--- src/rtl/de3_uart_pkg.sv ---
// Shared definitions for the DE3 UART blocks: FSM state encoding,
// character width, counter width and the baud divisor helper.
// A matching transmitter is expected to import this package as well.
package de3_uart_pkg;

  // Data bits per character (7-bit ASCII)
  localparam int CHAR_W = 7;

  // Width of the baud counter; sized for any divisor below 65536
  localparam int CNT_W = 16;

  // Receiver FSM states
  typedef enum logic [2:0] {
    ST_IDLE   = 3'd0,
    ST_START  = 3'd1,
    ST_DATA   = 3'd2,
    ST_PARITY = 3'd3,
    ST_STOP   = 3'd4,
    ST_BREAK  = 3'd5
  } rx_state_t;

  // Clock cycles per bit time, truncated. Callers need a result >= 4 so the
  // half-bit start sample lands at least two cycles into the start bit.
  function automatic int clks_per_bit(input int clk_freq, input int baud);
    return clk_freq / baud;
  endfunction

endpackage

--- src/rtl/de3_sync2.sv ---
// Two-flop synchronizer for an asynchronous, idle-high serial line.
// Both stages reset to 1 so a freshly reset receiver sees an idle line.
module de3_sync2 (
  input  logic clk,
  input  logic rst_n,
  input  logic d,
  output logic q
);

  logic meta_reg;
  logic sync_reg;

  // Two back-to-back flops; the first may go metastable, the second settles it
  always_ff @(posedge clk or negedge rst_n) begin
    if (!rst_n) begin
      meta_reg <= 1'b1;
      sync_reg <= 1'b1;
    end else begin
      meta_reg <= d;
      sync_reg <= meta_reg;
    end
  end

  assign q = sync_reg;

endmodule

--- src/rtl/de3_uart_rx.sv ---
// 7-bit UART receiver for the board display path.
// Frame: start(0), 7 data bits LSB first, optional even parity, stop(1).
// Good characters appear on char with a one-cycle char_valid strobe;
// a low stop bit gives a one-cycle frame_err strobe and the line must
// return high before another start bit is accepted.
// Build option: define DE3_UART_RX_PARITY_EN for 7E1 framing with a
// parity_err strobe; otherwise the frame is 7N1 and parity_err is tied 0.
module de3_uart_rx
  import de3_uart_pkg::*;
#(
  parameter int CLK_FREQ = 50_000_000,
  parameter int BAUD     = 115_200
) (
  input  logic              clk,
  input  logic              rst_n,
  input  logic              rxd,
  output logic [CHAR_W-1:0] char,
  output logic              char_valid,
  output logic              frame_err,
  output logic              parity_err
);

  localparam int CPB = clks_per_bit(CLK_FREQ, BAUD);

  // Terminal counts: a full bit time, and half a bit to reach mid start bit
  localparam logic [CNT_W-1:0] FULL_LAST = CNT_W'(CPB - 1);
  localparam logic [CNT_W-1:0] HALF_LAST = CNT_W'(CPB / 2 - 1);
  localparam logic [2:0]       LAST_BIT  = 3'(CHAR_W - 1);

  // Synchronized line and falling-edge detection
  logic rxd_s;
  logic rxd_prev_reg;
  logic [1:0] warm_reg;
  logic fall;

  // FSM
  rx_state_t state_reg;
  rx_state_t state_next;

  // Datapath
  logic [CNT_W-1:0]  cnt_reg;
  logic [2:0]        bit_cnt_reg;
  logic [CHAR_W-1:0] shift_reg;
  logic              tick;
  logic              parity_ok;

  // Control decoded from state
  logic cnt_clear;
  logic shift_en;
  logic char_load;
  logic frame_set;

`ifdef DE3_UART_RX_PARITY_EN
  logic parity_en;
  logic parity_set;
  logic parity_ok_reg;
`endif

  de3_sync2 u_sync (
    .clk   (clk),
    .rst_n (rst_n),
    .d     (rxd),
    .q     (rxd_s)
  );

  // Previous-value register for the start edge. The synchronizer's reset value
  // of 1 is not a real observation of the line, so the previous value is held
  // at 0 until the pipeline has refilled from the pin. A line held low across
  // reset therefore never produces a 1->0 edge until it has genuinely gone high.
  always_ff @(posedge clk or negedge rst_n) begin
    if (!rst_n) begin
      warm_reg     <= 2'd0;
      rxd_prev_reg <= 1'b0;
    end else begin
      if (warm_reg != 2'd2) begin
        warm_reg <= warm_reg + 2'd1;
      end
      rxd_prev_reg <= (warm_reg == 2'd2) ? rxd_s : 1'b0;
    end
  end

  assign fall = rxd_prev_reg & ~rxd_s;

  // Sample point: half a bit into the start bit, a full bit in every later state
  always_comb begin
    if (state_reg == ST_START) begin
      tick = (cnt_reg == HALF_LAST);
    end else begin
      tick = (cnt_reg == FULL_LAST);
    end
  end

  // State register
  always_ff @(posedge clk or negedge rst_n) begin
    if (!rst_n) begin
      state_reg <= ST_IDLE;
    end else begin
      state_reg <= state_next;
    end
  end

  // Next-state logic
  always_comb begin
    state_next = state_reg;
    case (state_reg)
      ST_IDLE: begin
        if (fall) begin
          state_next = ST_START;
        end
      end
      ST_START: begin
        if (tick) begin
          // A line already back high at mid start bit was a glitch
          state_next = rxd_s ? ST_IDLE : ST_DATA;
        end
      end
      ST_DATA: begin
        if (tick && (bit_cnt_reg == LAST_BIT)) begin
`ifdef DE3_UART_RX_PARITY_EN
          state_next = ST_PARITY;
`else
          state_next = ST_STOP;
`endif
        end
      end
      ST_PARITY: begin
        if (tick) begin
          state_next = ST_STOP;
        end
      end
      ST_STOP: begin
        if (tick) begin
          state_next = rxd_s ? ST_IDLE : ST_BREAK;
        end
      end
      ST_BREAK: begin
        if (rxd_s) begin
          state_next = ST_IDLE;
        end
      end
      default: begin
        state_next = ST_IDLE;
      end
    endcase
  end

  // Output/control decode from state, sample tick and sampled line value
  always_comb begin
    cnt_clear = (state_reg == ST_IDLE) || (state_reg == ST_BREAK) || tick;
    shift_en  = (state_reg == ST_DATA) && tick;
    char_load = (state_reg == ST_STOP) && tick && rxd_s && parity_ok;
    frame_set = (state_reg == ST_STOP) && tick && !rxd_s;
`ifdef DE3_UART_RX_PARITY_EN
    parity_en  = (state_reg == ST_PARITY) && tick;
    parity_set = (state_reg == ST_STOP) && tick && rxd_s && !parity_ok;
`endif
  end

  // Baud counter: restarts at every sample point and while waiting for a frame
  always_ff @(posedge clk or negedge rst_n) begin
    if (!rst_n) begin
      cnt_reg <= '0;
    end else if (cnt_clear) begin
      cnt_reg <= '0;
    end else begin
      cnt_reg <= cnt_reg + 1'b1;
    end
  end

  // Data shift register (LSB arrives first, so shift in from the top) and bit index
  always_ff @(posedge clk or negedge rst_n) begin
    if (!rst_n) begin
      shift_reg   <= '0;
      bit_cnt_reg <= 3'd0;
    end else begin
      if (state_reg == ST_START) begin
        bit_cnt_reg <= 3'd0;
      end else if (shift_en) begin
        bit_cnt_reg <= bit_cnt_reg + 3'd1;
      end
      if (shift_en) begin
        shift_reg <= {rxd_s, shift_reg[CHAR_W-1:1]};
      end
    end
  end

`ifdef DE3_UART_RX_PARITY_EN
  // Even parity: the parity bit makes the total count of ones even
  always_ff @(posedge clk or negedge rst_n) begin
    if (!rst_n) begin
      parity_ok_reg <= 1'b0;
    end else if (parity_en) begin
      parity_ok_reg <= (rxd_s == ^shift_reg);
    end
  end

  assign parity_ok = parity_ok_reg;
`else
  assign parity_ok = 1'b1;
`endif

  // Registered outputs: char moves only together with its char_valid strobe
  always_ff @(posedge clk or negedge rst_n) begin
    if (!rst_n) begin
      char       <= '0;
      char_valid <= 1'b0;
      frame_err  <= 1'b0;
    end else begin
      char_valid <= char_load;
      frame_err  <= frame_set;
      if (char_load) begin
        char <= shift_reg;
      end
    end
  end

`ifdef DE3_UART_RX_PARITY_EN
  // Parity error strobe, mutually exclusive with char_valid and frame_err
  always_ff @(posedge clk or negedge rst_n) begin
    if (!rst_n) begin
      parity_err <= 1'b0;
    end else begin
      parity_err <= parity_set;
    end
  end
`else
  assign parity_err = 1'b0;
`endif

endmodule

--- config.mk ---
export PLATFORM = sky130hd
export DESIGN_NAME = de3_uart_rx
export DESIGN_NICKNAME = d
export VERILOG_FILES = /design/src/rtl/de3_uart_pkg.sv /design/src/rtl/de3_sync2.sv /design/src/rtl/de3_uart_rx.sv
export SDC_FILE = /design/constraint.sdc
export NUM_CORES = 1
export LEC_CHECK = 0
export BUFFER_PORTS_ARGS = -buffer_cell sky130_fd_sc_hd__buf_2
export CAP_MARGIN = 0
export CELL_PAD_IN_SITES_DETAIL_PLACEMENT = 1
export CELL_PAD_IN_SITES_GLOBAL_PLACEMENT = 1
export CORE_MARGIN = 1
export CORE_UTILIZATION = 52
export CTS_CLUSTER_DIAMETER = 80
export DETAILED_ROUTE_END_ITERATION = 16
export MAX_ROUTING_LAYER = met4
export PLACE_DENSITY = 0.84
export SLEW_MARGIN = 20
export SYNTH_ARGS = -nofsm -noshare
export SYNTH_HDL_FRONTEND = slang
export SYNTH_SLANG_ARGS = --single-unit
--- constraint.sdc ---
create_clock -name clk -period 3.8 [get_ports clk]
set_input_delay 0.38 -clock clk [delete_from_list [all_inputs] [get_ports clk]]
set_output_delay 0.38 -clock clk [all_outputs]
set_load 0.02 [all_outputs]
==> summary.md, run 1 <==
The number of antenna violations at the first check in global routing is 0, and the clock period minus worst slack is 2.28 ns. Transition at the pin with the smallest max-transition slack: 0.932 ns. Total I/O pin count: 13. For the hold-fix buffer count after cts, the log shows 0.

The portion of the clock cycle consumed by the worst path in the final layout is 60.1%, and the top cell type's share of synthesized area is 49.2%. Gates resized during post-CTS repair numbered 0. Gate count after technology mapping: 181. The setup slack at placement is 1.59 ns, and the antenna diode count is 0. CTS built an H-tree with a depth of 2. Counting the buffers created by CTS gives 5.

The register with the most flip-flops in the layout has 16 of them. The largest area contributor in the synthesized netlist was sky130_fd_sc_hd__dfrtp_1. After layout, the worst setup slack is 1.52 ns. Across the VDD grid, the largest voltage drop is 0.000322 V. In the final routed layout, each cell accounts on average for 18.3 um.

For this run, the leading register cell type out of synthesis is sky130_fd_sc_hd__dfrtp_1. The run gives 25.2% as the all-layer global routing usage. Counting tap cells, the placed design contains a total of 233 instances. Max-cap violations in this run came to 0. At the end of the flow, the number of nets in the layout was 199. The setup TNS was 0 ns. The number of global-route vias before repair is 1481, and the area of the core is 3740 um2.

The total overflow left after global routing is 0. From bottom edge to top edge, the die measures 65.3 um. The worst setup path is launched from a flop.

The logs give 0 for the count of endpoints failing hold in the final timing report and 0 for the final count of pins violating max slew. The number of enable flip-flop cells after synthesis was 0; the detailed-route wire length was 4410 um. Cell internal power was estimated by the tool at 843 uW. The worst-path maximum fanout was 13.

Based on the critical path, the design can be clocked at up to 0.438 GHz. The tools report the post-detailed-route DRC marker count as 0. In the final layout, the share of cells above drive strength 1 is 24.4%. The worst setup path is captured at a flop. The netlist uses 49 different library cells. The detail-routed via count per cell works out to 5.80. In this run the worst hold path is classified as input pin to flop. The run gives 3.97 ns as the data required time at the worst endpoint. When the netlist entered floorplanning its net count stood at 188. Traced cell by cell, the critical path runs through nor3b_1 > nor4b_4 > mux2_2. Summing the sequential cell areas from Yosys gives 51.7% of the chip area. The number of vias in the routed layout was 1399. Setup repair after global routing left no endpoint under its margin. The largest single stage delay on the critical path is 0.67 ns.

Counting flops with an async set or reset pin after synthesis yields a share of 100%. The mean cell area of the mapped netlist was 11.5 um2. Per report_power, the combinational group accounts for 15.5% of the total. For this design the total switching power over the nets is 333 uW. For the number of filler cells placed in the layout, the log shows 411.

The tree is rooted in a sky130_fd_sc_hd__clkbuf_8. In this run the deepest clock path goes through 2 buffers. Critical path's slowest cell: sky130_fd_sc_hd__nor4b_4. Sorting the synthesized cells by area gives the leading types as sky130_fd_sc_hd__dfrtp_1 49%, sky130_fd_sc_hd__mux2_2 8.1%, sky130_fd_sc_hd__nor2_1 3.4%.

The DRC marker count from the first detailed-route iteration came out at 157. The worst reg-to-reg setup slack was 1.52 ns. The flow ran to the end, and the final reports show no timing, DRC or antenna violations. The area growth from synthesis to layout is 9.72%.

Post-CTS timing repair inserted 0 buffers for setup. The number of standard-cell rows in the floorplan was 22. The maximum clock skew at final layout was 0.00391 ns; the post-layout instance count excluding filler cells was 241. The first detailed-routing pass ran for 4 iterations. The category of the most critical setup path is flop to flop. The starting density of the core was 55.7%.

The leakage power figure is 0.00110 uW. The tools report the share of the core filled with cells in the final layout as 61.1%. Number of warnings issued by yosys: 0. The HPWL after detailed placement was 2950 um. Largest net degree at the start of global routing: 44. The detail route stage leaves a number of antenna-violating nets equal to 0.

At the end of routability-driven placement, the weighted congestion stood at 0.945. The area of the die is 4270 um2, and the clock latency on the worst-skew pair is 0.29 ns. The synthesized design contains 43 register bits. In this run switching power makes up 28.3% of total power. TritonCTS built the clock tree. The floorplan step set the die width to 65.3 um.

The number of failing setup endpoints in the final timing report is 0, and the power share of the clock group is 34.9%. The count of buffers inserted at the top-level ports came out at 11. Measured against its own limit, the worst slew margin works out to 37.8%. Per report_power, the sequential group accounts for 49.7% of the total. The combined area of all synthesized cells came out at 2090 um2.

Counting every sink on the clock net gives 43. First-pass GRT wire length: 7700 um. The total power divided by cell area came out at 514 nW/um2. STA puts the critical path data arrival time at 2.46 ns. The clock slew seen by the registers of the worst setup and hold paths is 0.08 ns.
==> cells in the mapped netlist (2+ instances only) <==
cell type                  instances
sky130_fd_sc_hd__buf_2             3
sky130_fd_sc_hd__or2_2             2
sky130_fd_sc_hd__and2_1            2
sky130_fd_sc_hd__dfrtp_1          41
sky130_fd_sc_hd__nand2_1           9
sky130_fd_sc_hd__and3_1            5
sky130_fd_sc_hd__xnor2_1           8
sky130_fd_sc_hd__dfstp_2           2
sky130_fd_sc_hd__o21ai_0           3
sky130_fd_sc_hd__nor4_1            3
sky130_fd_sc_hd__buf_4             2
sky130_fd_sc_hd__and4_1            5
sky130_fd_sc_hd__a211o_1           2
sky130_fd_sc_hd__nor3_1            2
sky130_fd_sc_hd__ha_1              4
sky130_fd_sc_hd__xor2_1            7
sky130_fd_sc_hd__nand4_1           2
sky130_fd_sc_hd__mux2_2           15
sky130_fd_sc_hd__nand3_1           5
sky130_fd_sc_hd__nor2_1           19
sky130_fd_sc_hd__inv_1             9
sky130_fd_sc_hd__and4bb_2          3
sky130_fd_sc_hd__a21oi_1           2
==> critical path: cells and delay by family (launching register included) <==
kind / cells / cell delay (ns)
mux: 1 / 0.42
flops: 1 / 0.54
simple gates: 2 / 1.21
==> metal layers <==
metal,GRT usage [%],up-vias,part of all wire [%]
met3,5.03,10,2.4
met4,9.24,0,2.1
met5,-,-,0
met1,31.7,719,46
met2,40.3,20,49
li1,-,650,-
==> stage by stage <==
stage                     area [um2]  hold WS [ns]  power (uW)
after floorplan                 2090        0.0844         706
after global placement          2160         0.347         745
after detailed placement        2160         0.347         766
after CTS                       2290         0.175        1180
after global routing            2290         0.168        1230
final                           2290         0.184        1180
==> power by group through the flow <==
stage	combinational [uW]	clock [uW]	sequential [uW]
2_1_floorplan	152	0	553
3_3_place_gp	164	0	581
3_5_place_dp	179	0	587
4_1_cts	183	419	582
5_1_grt	205	436	592
6_report	182	410	584
==> layout by cell type, fill, tap and decap left out, types with 2 or more instances in the layout <==
master,n
sky130_fd_sc_hd__dfrtp_1,41
sky130_fd_sc_hd__nor2_1,19
sky130_fd_sc_hd__mux2_2,15
sky130_fd_sc_hd__buf_2,11
sky130_fd_sc_hd__inv_1,9
sky130_fd_sc_hd__nand2_1,9
sky130_fd_sc_hd__xnor2_1,8
sky130_fd_sc_hd__xor2_1,7
sky130_fd_sc_hd__nand3_1,5
sky130_fd_sc_hd__and4_1,5
sky130_fd_sc_hd__and3_1,5
sky130_fd_sc_hd__clkbuf_8,5
sky130_fd_sc_hd__ha_1,4
sky130_fd_sc_hd__and4bb_2,3
sky130_fd_sc_hd__nor4_1,3
sky130_fd_sc_hd__o21ai_0,3
sky130_fd_sc_hd__or2_2,2
sky130_fd_sc_hd__a21oi_1,2
sky130_fd_sc_hd__nor3_1,2
sky130_fd_sc_hd__and2_1,2
sky130_fd_sc_hd__nand4_1,2
sky130_fd_sc_hd__a211o_1,2
sky130_fd_sc_hd__bufinv_16,2
sky130_fd_sc_hd__dfstp_2,2
==> area by class of cell <==
cell class / count / area, um2 / area share (%)
Sequential cell: 43 / 1080 / 47.1
Multi-Input combinational cell: 122 / 928 / 40.6
Clock buffer: 6 / 72.6 / 3.17
Clock inverter: 2 / 60.1 / 2.62
Tap cell: 48 / 60.1 / 2.62
Timing Repair Buffer: 11 / 55.1 / 2.41
Inverter: 9 / 33.8 / 1.48
==> worst paths after layout <==
path	start	cells past startpoint	endpoint
setup / recovery	state_reg[2]	3	shift_reg[5]
hold / removal	rxd	1	u_sync.meta_reg
setup reg to reg	state_reg[2]	3	shift_reg[5]
hold reg to reg	u_sync.meta_reg	0	u_sync.q
max in group asynchronous	rst_n	1	cnt_reg[0]
min in group asynchronous	rst_n	1	frame_err
==> cells by family after synthesis <==
kind of cell               after synthesis  share of synthesized area [%]
AOI/OAI and AO/OA                       17                           6.42
xor gates and xnor gates                15                           6.30
adders and majority gates                4                           2.40
buffers and inverters                   16                           3.78
DFF                                     43                           51.7
muxes                                   16                           8.58
other                                    1                          0.180
and+or+nand+nor                         69                           20.6
(Power assumes the default switching activity.)
==> run 2: changes to the inputs <==
--- a/config.mk
+++ b/config.mk
@@ -10,11 +10,11 @@
 export CELL_PAD_IN_SITES_DETAIL_PLACEMENT = 1
 export CELL_PAD_IN_SITES_GLOBAL_PLACEMENT = 1
 export CORE_MARGIN = 1
-export CORE_UTILIZATION = 52
+export CORE_UTILIZATION = 48
 export CTS_CLUSTER_DIAMETER = 80
 export DETAILED_ROUTE_END_ITERATION = 16
 export MAX_ROUTING_LAYER = met4
-export PLACE_DENSITY = 0.84
+export PLACE_DENSITY = 0.79
 export SLEW_MARGIN = 20
 export SYNTH_ARGS = -nofsm -noshare
 export SYNTH_HDL_FRONTEND = slang
==> constraint.sdc (replaced) <==
create_clock -name clk -period 2.2 [get_ports clk]
set_input_delay 0.22 -clock clk [delete_from_list [all_inputs] [get_ports clk]]
set_output_delay 0.22 -clock clk [all_outputs]
set_load 0.02 [all_outputs]
==> summary.md, run 2 (synthesis gave the netlist of run 1 again) <==
The all-layer global routing usage came out at 24.7%. Clock-pin slew was measured on the worst setup and hold paths at 0.09 ns. Summing internal, switching and leakage power gives 1990 uW.

The tools report the clock tree root driver cell as sky130_fd_sc_hd__clkbuf_8. Counting buffers and inverters, the worst setup path is 5 cells deep. The worst setup path is captured at a flop. The tools report the max capacitance violation total as 0.

The routed layout has 1438 vias. The starting density of the core was 51.0%; the total internal power was 1400 uW. STA classifies the critical path startpoint as a flop. The final layout contains 208 nets.

On the critical path, the stage with the largest delay is an instance of sky130_fd_sc_hd__dfrtp_1. Routability-driven placement finished with a final weighted congestion of 0.793. The buffers plus inverters on the worst setup path came out at 1.

Leakage power figure: 0.00114 uW. The count of nets left with antenna violations once routing finished came out at 0. The proportion of total power due to net switching is 29.8%, and the average wire per cell in the routed design is 17.8 um. The detailed-route wire length was 4490 um. First-pass GRT wire length: 7900 um. The tools report the endpoint of the lowest-slack register-to-register path as shift_reg[3]. With fillers left out, the area of the finished cells amounts to 2370 um2.

STA puts the critical path data required time at 2.38 ns. Counting the fill cells in the layout gives 431. After the first detailed-routing iteration, the DRC count stood at 51.

The kind of cell with the highest combined delay along the critical path is simple AND/OR/NAND/NOR gates. In this run, the clock network consumes 32.6% of the power. The repair_antennas step left the layout with diodes totalling 0. The tools report the final count of pins violating max slew as 0. The clock period minus worst slack is 2.04 ns. The most critical setup path has its startpoint at cnt_reg[13].

Global routing finished with a remaining overflow of 0. TritonCTS built the clock tree. The H-tree was split into 2 levels. The run gives 0.16 ns as the worst reg-to-reg setup slack.

The logs give 0 for the number of failing setup endpoints in the final timing report and 594 uW for the total net switching power. The setup path with the least slack is of type flop to flop. The worst register-to-register path begins at cnt_reg[13]. In the routed layout, each cell is associated on average with a via count of 5.71.

The run gives 23 as the number of standard-cell rows in the floorplan. After layout, the worst path uses 92.5% of the clock period. The worst-path maximum fanout works out to 10. The count of endpoints failing hold in the final timing report came out at 0. The library cells used most frequently in the layout, excluding fill and tap cells, are 37 x sky130_fd_sc_hd__dfrtp_1, 19 x sky130_fd_sc_hd__nor2_1, 15 x sky130_fd_sc_hd__mux2_2. In the routed design, unresolved DRC markers number 0. In this design, the stage delay of the slowest critical-path cell is 0.42 ns. The register with the most flip-flops in the layout has 16 of them. The wire-length estimate of the detail-placed layout is 3200 um. The number of antenna violations at the first check in global routing is 0. Total I/O pin count: 13. Setup repair after global routing left no endpoint under its margin. The tools report the area of the core as 4090 um2.

The tools report the largest net degree at the start of global routing as 24. The run finished with clean final reports. Fraction of layout cells with a size suffix above 1: 29.2%. The most frequent standard cell in the layout excluding fill and tap cells was sky130_fd_sc_hd__dfrtp_1. In this run the worst hold path is classified as input pin to asynchronous set/reset pin. For the worst-skew pair, the clock arrives at the later sink with an insertion delay of 0.30 ns. The count of buffers inserted at the top-level ports works out to 11.

The maximum number of buffers from clock root to sink was 2; the sequential group share of total power was 50.3%. The total power divided by cell area was 840 nW/um2; the worst-case reg-to-reg path depth was 5. Across all hold checks on the routed design, the worst slack comes to 0.245 ns. The floorplan step set the die width to 67.9 um.

Relative to the synthesized area, the layout overhead comes to 13.6%. Capturing instance or port of the critical path: shift_reg[3]. The critical path goes through nor4_1 > nand3_1 > nor4b_4 > buf_4 > mux2_2. The area of the die is 4610 um2. In this run, CTS created clock tree buffers numbering 5.

From bottom edge to top edge, the die measures 67.9 um. The clock drives 43 sinks. The first detailed-routing pass ran for 4 iterations. The number of global-route vias before repair came out at 1562. The tools report the setup TNS as 0 ns. IR analysis of the VDD net gives a maximum drop of 0.000442 V.

Data arrives at the worst endpoint at 2.22 ns. Based on the critical path, the design can be clocked at up to 0.491 GHz. Between clock sinks in the finished design, the worst skew comes to 0.00673 ns.

The run gives 17.0% as the part of the total power dissipated in combinational logic. In this run the cell area measured after placement is 2200 um2.
run 2: changes by cell type in the layout (fill, tap and decap cells not counted), moves of 2 or more:
cell / before / now
sky130_fd_sc_hd__dfrtp_2: 0 / 4
sky130_fd_sc_hd__dfrtp_1: 41 / 37
sky130_fd_sc_hd__dlygate4sd3_1: 0 / 2
sky130_fd_sc_hd__buf_4: 0 / 7
run 2: power groups by stage:
stage	logic, uW	clock network [uW]	registers, uW
2_1_floorplan	263	0	956
3_3_place_gp	291	0	1000
3_5_place_dp	310	0	1010
4_1_cts	312	662	997
5_1_grt	382	696	1020
6_report	339	649	1000
run 2: stage by stage:
step | setup slack, ns | utilization, % | std cells
finish | 0.165 | 58.0 | 252
floorplan | 0.307 | - | 181
detailed placement | 0.0630 | 53.7 | 240
CTS | 0.0318 | 57.1 | 249
global route | 0.0556 | 58.0 | 252
global placement | 0.159 | 53.7 | 240
run 2: how the worst min path moves through the flow:
stage	from	to	slack [ns]
6_report	rst_n	state_reg[1]	0.25
5_1_grt	rst_n	state_reg[2]	0.25
4_1_cts	rxd	u_sync.meta_reg	0.01
3_5_place_dp	rst_n	state_reg[1]	0.03
3_3_place_gp	rst_n	state_reg[1]	0.02
2_1_floorplan	rst_n	bit_cnt_reg[0]	-0.08
run 2: metal layers:
layer  vias to the layer above  global-route usage, %  part of all wire [%]
li1                        677                      -                     -
met1                       732                   31.1                    45
met2                        22                   38.0                    50
met3                         7                   4.83                   2.6
met4                         0                   11.7                   2.1
met5                         -                      -                     0
run 2: area by class of cell:
type                    count  area [um2]  share of cell area (%)
repair buffers             20         128                    5.39
inverters                   9        33.8                    1.43
clock inverters             2        35.0                    1.48
clock buffers               6        82.6                    3.49
flip-flops and latches     43        1080                    45.7
well taps                  50        62.6                    2.64
multi-input cells         122         943                    39.8
run 2: repair_timing:
action / 4_1_cts / 5_1_grt
endpoints found under the hold margin: 41 / 1
hold buffers: 1 / 1
resized for setup: 1 / 5
endpoints found under the setup margin: 2 / 9
setup buffers: 0 / 2
pin swaps: 0 / 1
run 2: worst register-to-register path: cells and delay by family (launching register included):
family                 cells  cell delay [ns]
and+or+nand+nor            3             0.91
DFF                        1             0.42
muxes                      1             0.35
buffers and inverters      1             0.24
==> run 3: changes to the inputs <==
--- a/config.mk
+++ b/config.mk
@@ -13,8 +13,11 @@
 export CORE_UTILIZATION = 48
 export CTS_CLUSTER_DIAMETER = 80
 export DETAILED_ROUTE_END_ITERATION = 16
+export GPL_TIMING_DRIVEN = 0
 export MAX_ROUTING_LAYER = met4
 export PLACE_DENSITY = 0.79
+export SETUP_SLACK_MARGIN = 0.5
+export SKIP_LAST_GASP = 1
 export SLEW_MARGIN = 20
 export SYNTH_ARGS = -nofsm -noshare
 export SYNTH_HDL_FRONTEND = slang
==> summary.md, run 3 (synthesis gave the netlist of run 1 again) <==
The run finished with clean final reports. The maximum number of buffers from clock root to sink came out at 2. Global routing used 28.9% of the available tracks.

Based on the critical path, the design can be clocked at up to 0.484 GHz. At the pin with the least slew margin, the transition time is 0.944 ns. The routed design has 6470 um of wire. Setup violations remaining at the end of the flow were counted as 0. For the setup slack at placement, the log shows -0.0512 ns. STA classifies the critical path endpoint as a flop. After detailed routing, the number of remaining DRC violations is 0.

For this run the aggregate overflow at the end of global routing stands at 0. The clock tree root driver cell was sky130_fd_sc_hd__clkbuf_8. The worst register-to-register path begins at state_reg[2].

For this design the top-level I/O count stands at 13. Post-detailed-route count of antenna-violating nets: 0. Final count of pins violating max slew: 0. The clock slew seen by the registers of the worst setup and hold paths is 0.09 ns, and the HPWL after detailed placement is 3060 um. Share of the core filled with cells in the final layout: 69.4%. The detailed router finished its first iteration with 133 violations.

In this run the power density over the cells is 797 nW/um2. In the routed layout, each cell is associated on average with a via count of 5.99. Entering global routing, the biggest net connects 44 pins.

VDD sags by at most 0.000447 V. In this run the worst hold path is classified as input pin to flop. Dividing the final minimum period by the clock period gives 93.9%. In this run the tightest slew margin relative to its limit is 37.0%.

The weighted congestion at the end of routability-driven global placement was 0.825; the worst-path maximum fanout was 7. The number of clock buffers added by TritonCTS is 5. Setup repair after global routing could not meet its margin everywhere.

For the maximum clock skew at final layout, the log shows 0.00819 ns. TritonCTS built the clock tree. The total iterations of the first detailed-routing run is 4, and the number of standard-cell rows in the floorplan is 23. The width of the die was 67.9 um. In this run, post-CTS hold repair placed 0 buffers.

The die covers 4610 um2. The register with the most flip-flops in the layout has 16 of them. The area added between synthesis and finish is 36.1%. In this run the tool buffered the top-level ports with 11 buffer cells. The tools report the number of antenna violations at the first check in global routing as 0. Leaving out fill and tap cells, the most frequent cell in the layout is sky130_fd_sc_hd__dfrtp_1. Clock sink count: 43. The category of the most critical setup path was flop to flop. The floorplan step set the die height to 67.9 um. The startpoint identified for the worst hold timing path is rxd. STA classifies the critical path startpoint as a flop.

The first-pass GRT wire length is 9110 um. The routed design could run at a clock period as short as 2.06 ns. The tools report the data required time at the worst endpoint as 2.39 ns. In the layout the commonest cells are 39 x sky130_fd_sc_hd__dfrtp_1, 23 x sky130_fd_sc_hd__buf_4, 12 x sky130_fd_sc_hd__nor2_4. The clock tree synthesis step divided the H-tree into 2 levels. The run gives 0.00130 uW as the leakage power figure. Source of the critical timing path: state_reg[2]. The region available for standard cell placement spans 4090 um2. The max capacitance violation total came out at 0.

For the worst setup path, the data arrival time is 2.26 ns. The starting density of the core is 51.0%, and the fraction of layout cells with a size suffix above 1 is 49.8%. The net count of the finished layout is 235.

The post-layout worst setup margin is 0.135 ns. Summing internal, switching and leakage power gives 2260 uW. After detailed routing, the average wire length per cell comes to 23.2 um. The tools report the number of global-route vias before repair as 1758. For the worst-skew pair, the clock arrives at the later sink with an insertion delay of 0.30 ns. The repair_antennas step left the layout with diodes totalling 0. The number of vias in the routed layout is 1671, and the count of endpoints failing hold in the final timing report is 0.
[run 3: changes by cell type in the layout (fill, tap and decap cells not counted), sizes merged]
cell / change
dlygate4sd3: -2
bufinv: -1
clkbuf: +1
clkinvlp: +2
buf: +27
[run 3: worst paths after layout]
| path | endpoint | slack [ns] | cells past startpoint |
|---|---|---|---|
| setup / recovery | cnt_reg[10] | 0.14 | 8 |
| hold / removal | u_sync.meta_reg | 0.02 | 1 |
| setup reg to reg | cnt_reg[10] | 0.14 | 8 |
| hold reg to reg | u_sync.q | 0.37 | 0 |
| max in group asynchronous | cnt_reg[8] | 1.49 | 1 |
| min in group asynchronous | state_reg[0] | 0.05 | 1 |
[run 3: area by class of cell]
type / instances / area (um2)
Fill cell: 414 / 1250
Multi-Input combinational cell: 122 / 1180
Sequential cell: 43 / 1080
Timing Repair Buffer: 40 / 317
Buffer: 7 / 76.3
Clock buffer: 5 / 68.8
Tap cell: 50 / 62.6
Inverter: 9 / 33.8
Clock inverter: 3 / 20.0
[run 3: power by group]
part | internal (uW) | total [uW] | switching [uW] | leakage, uW
sequential | 867 | 985 | 118 | 0.000564
combinational | 371 | 758 | 387 | 0.000700
clock | 221 | 517 | 296 | 0.0000402
total | 1460 | 2260 | 802 | 0.00130
[run 3: per-layer routing]
layer  vias to the layer above  track usage, %  share of wire [%]
li1                        728               -                  -
met1                       866            32.6                 41
met2                        49            50.9                 52
met3                        28            5.00                3.1
met4                         0            10.7                4.0
met5                         -               -                  0
[run 3: stage by stage]
stage | cells | instance area, um2 | hold slack, ns | setup TNS [ns]
global route | 279 | 2840 | 0.00932 | 0
CTS | 272 | 2630 | 0.0249 | 0
finish | 279 | 2840 | 0.0190 | 0
detailed placement | 242 | 2220 | 0.337 | -0.354
floorplan | 181 | 2100 | -0.0756 | 0
global placement | 242 | 2220 | 0.324 | 0
[run 3: critical path, cell delays in order (launching register included)]
cell,delay [ns]
sky130_fd_sc_hd__dfrtp_1,0.42
sky130_fd_sc_hd__buf_6,0.14
sky130_fd_sc_hd__nor3b_4,0.32
sky130_fd_sc_hd__a21oi_4,0.15
sky130_fd_sc_hd__nor3_4,0.33
sky130_fd_sc_hd__or2_1,0.19
sky130_fd_sc_hd__buf_6,0.17
sky130_fd_sc_hd__clkbuf_16,0.18
sky130_fd_sc_hd__nor2_4,0.04
[run 3: repair_timing]
item / CTS / global route
setup buffers: 22 / 6
pin swaps: 16 / 16
setup endpoints to repair: 37 / 38
resized for setup: 45 / 31
gates cloned: 0 / 1
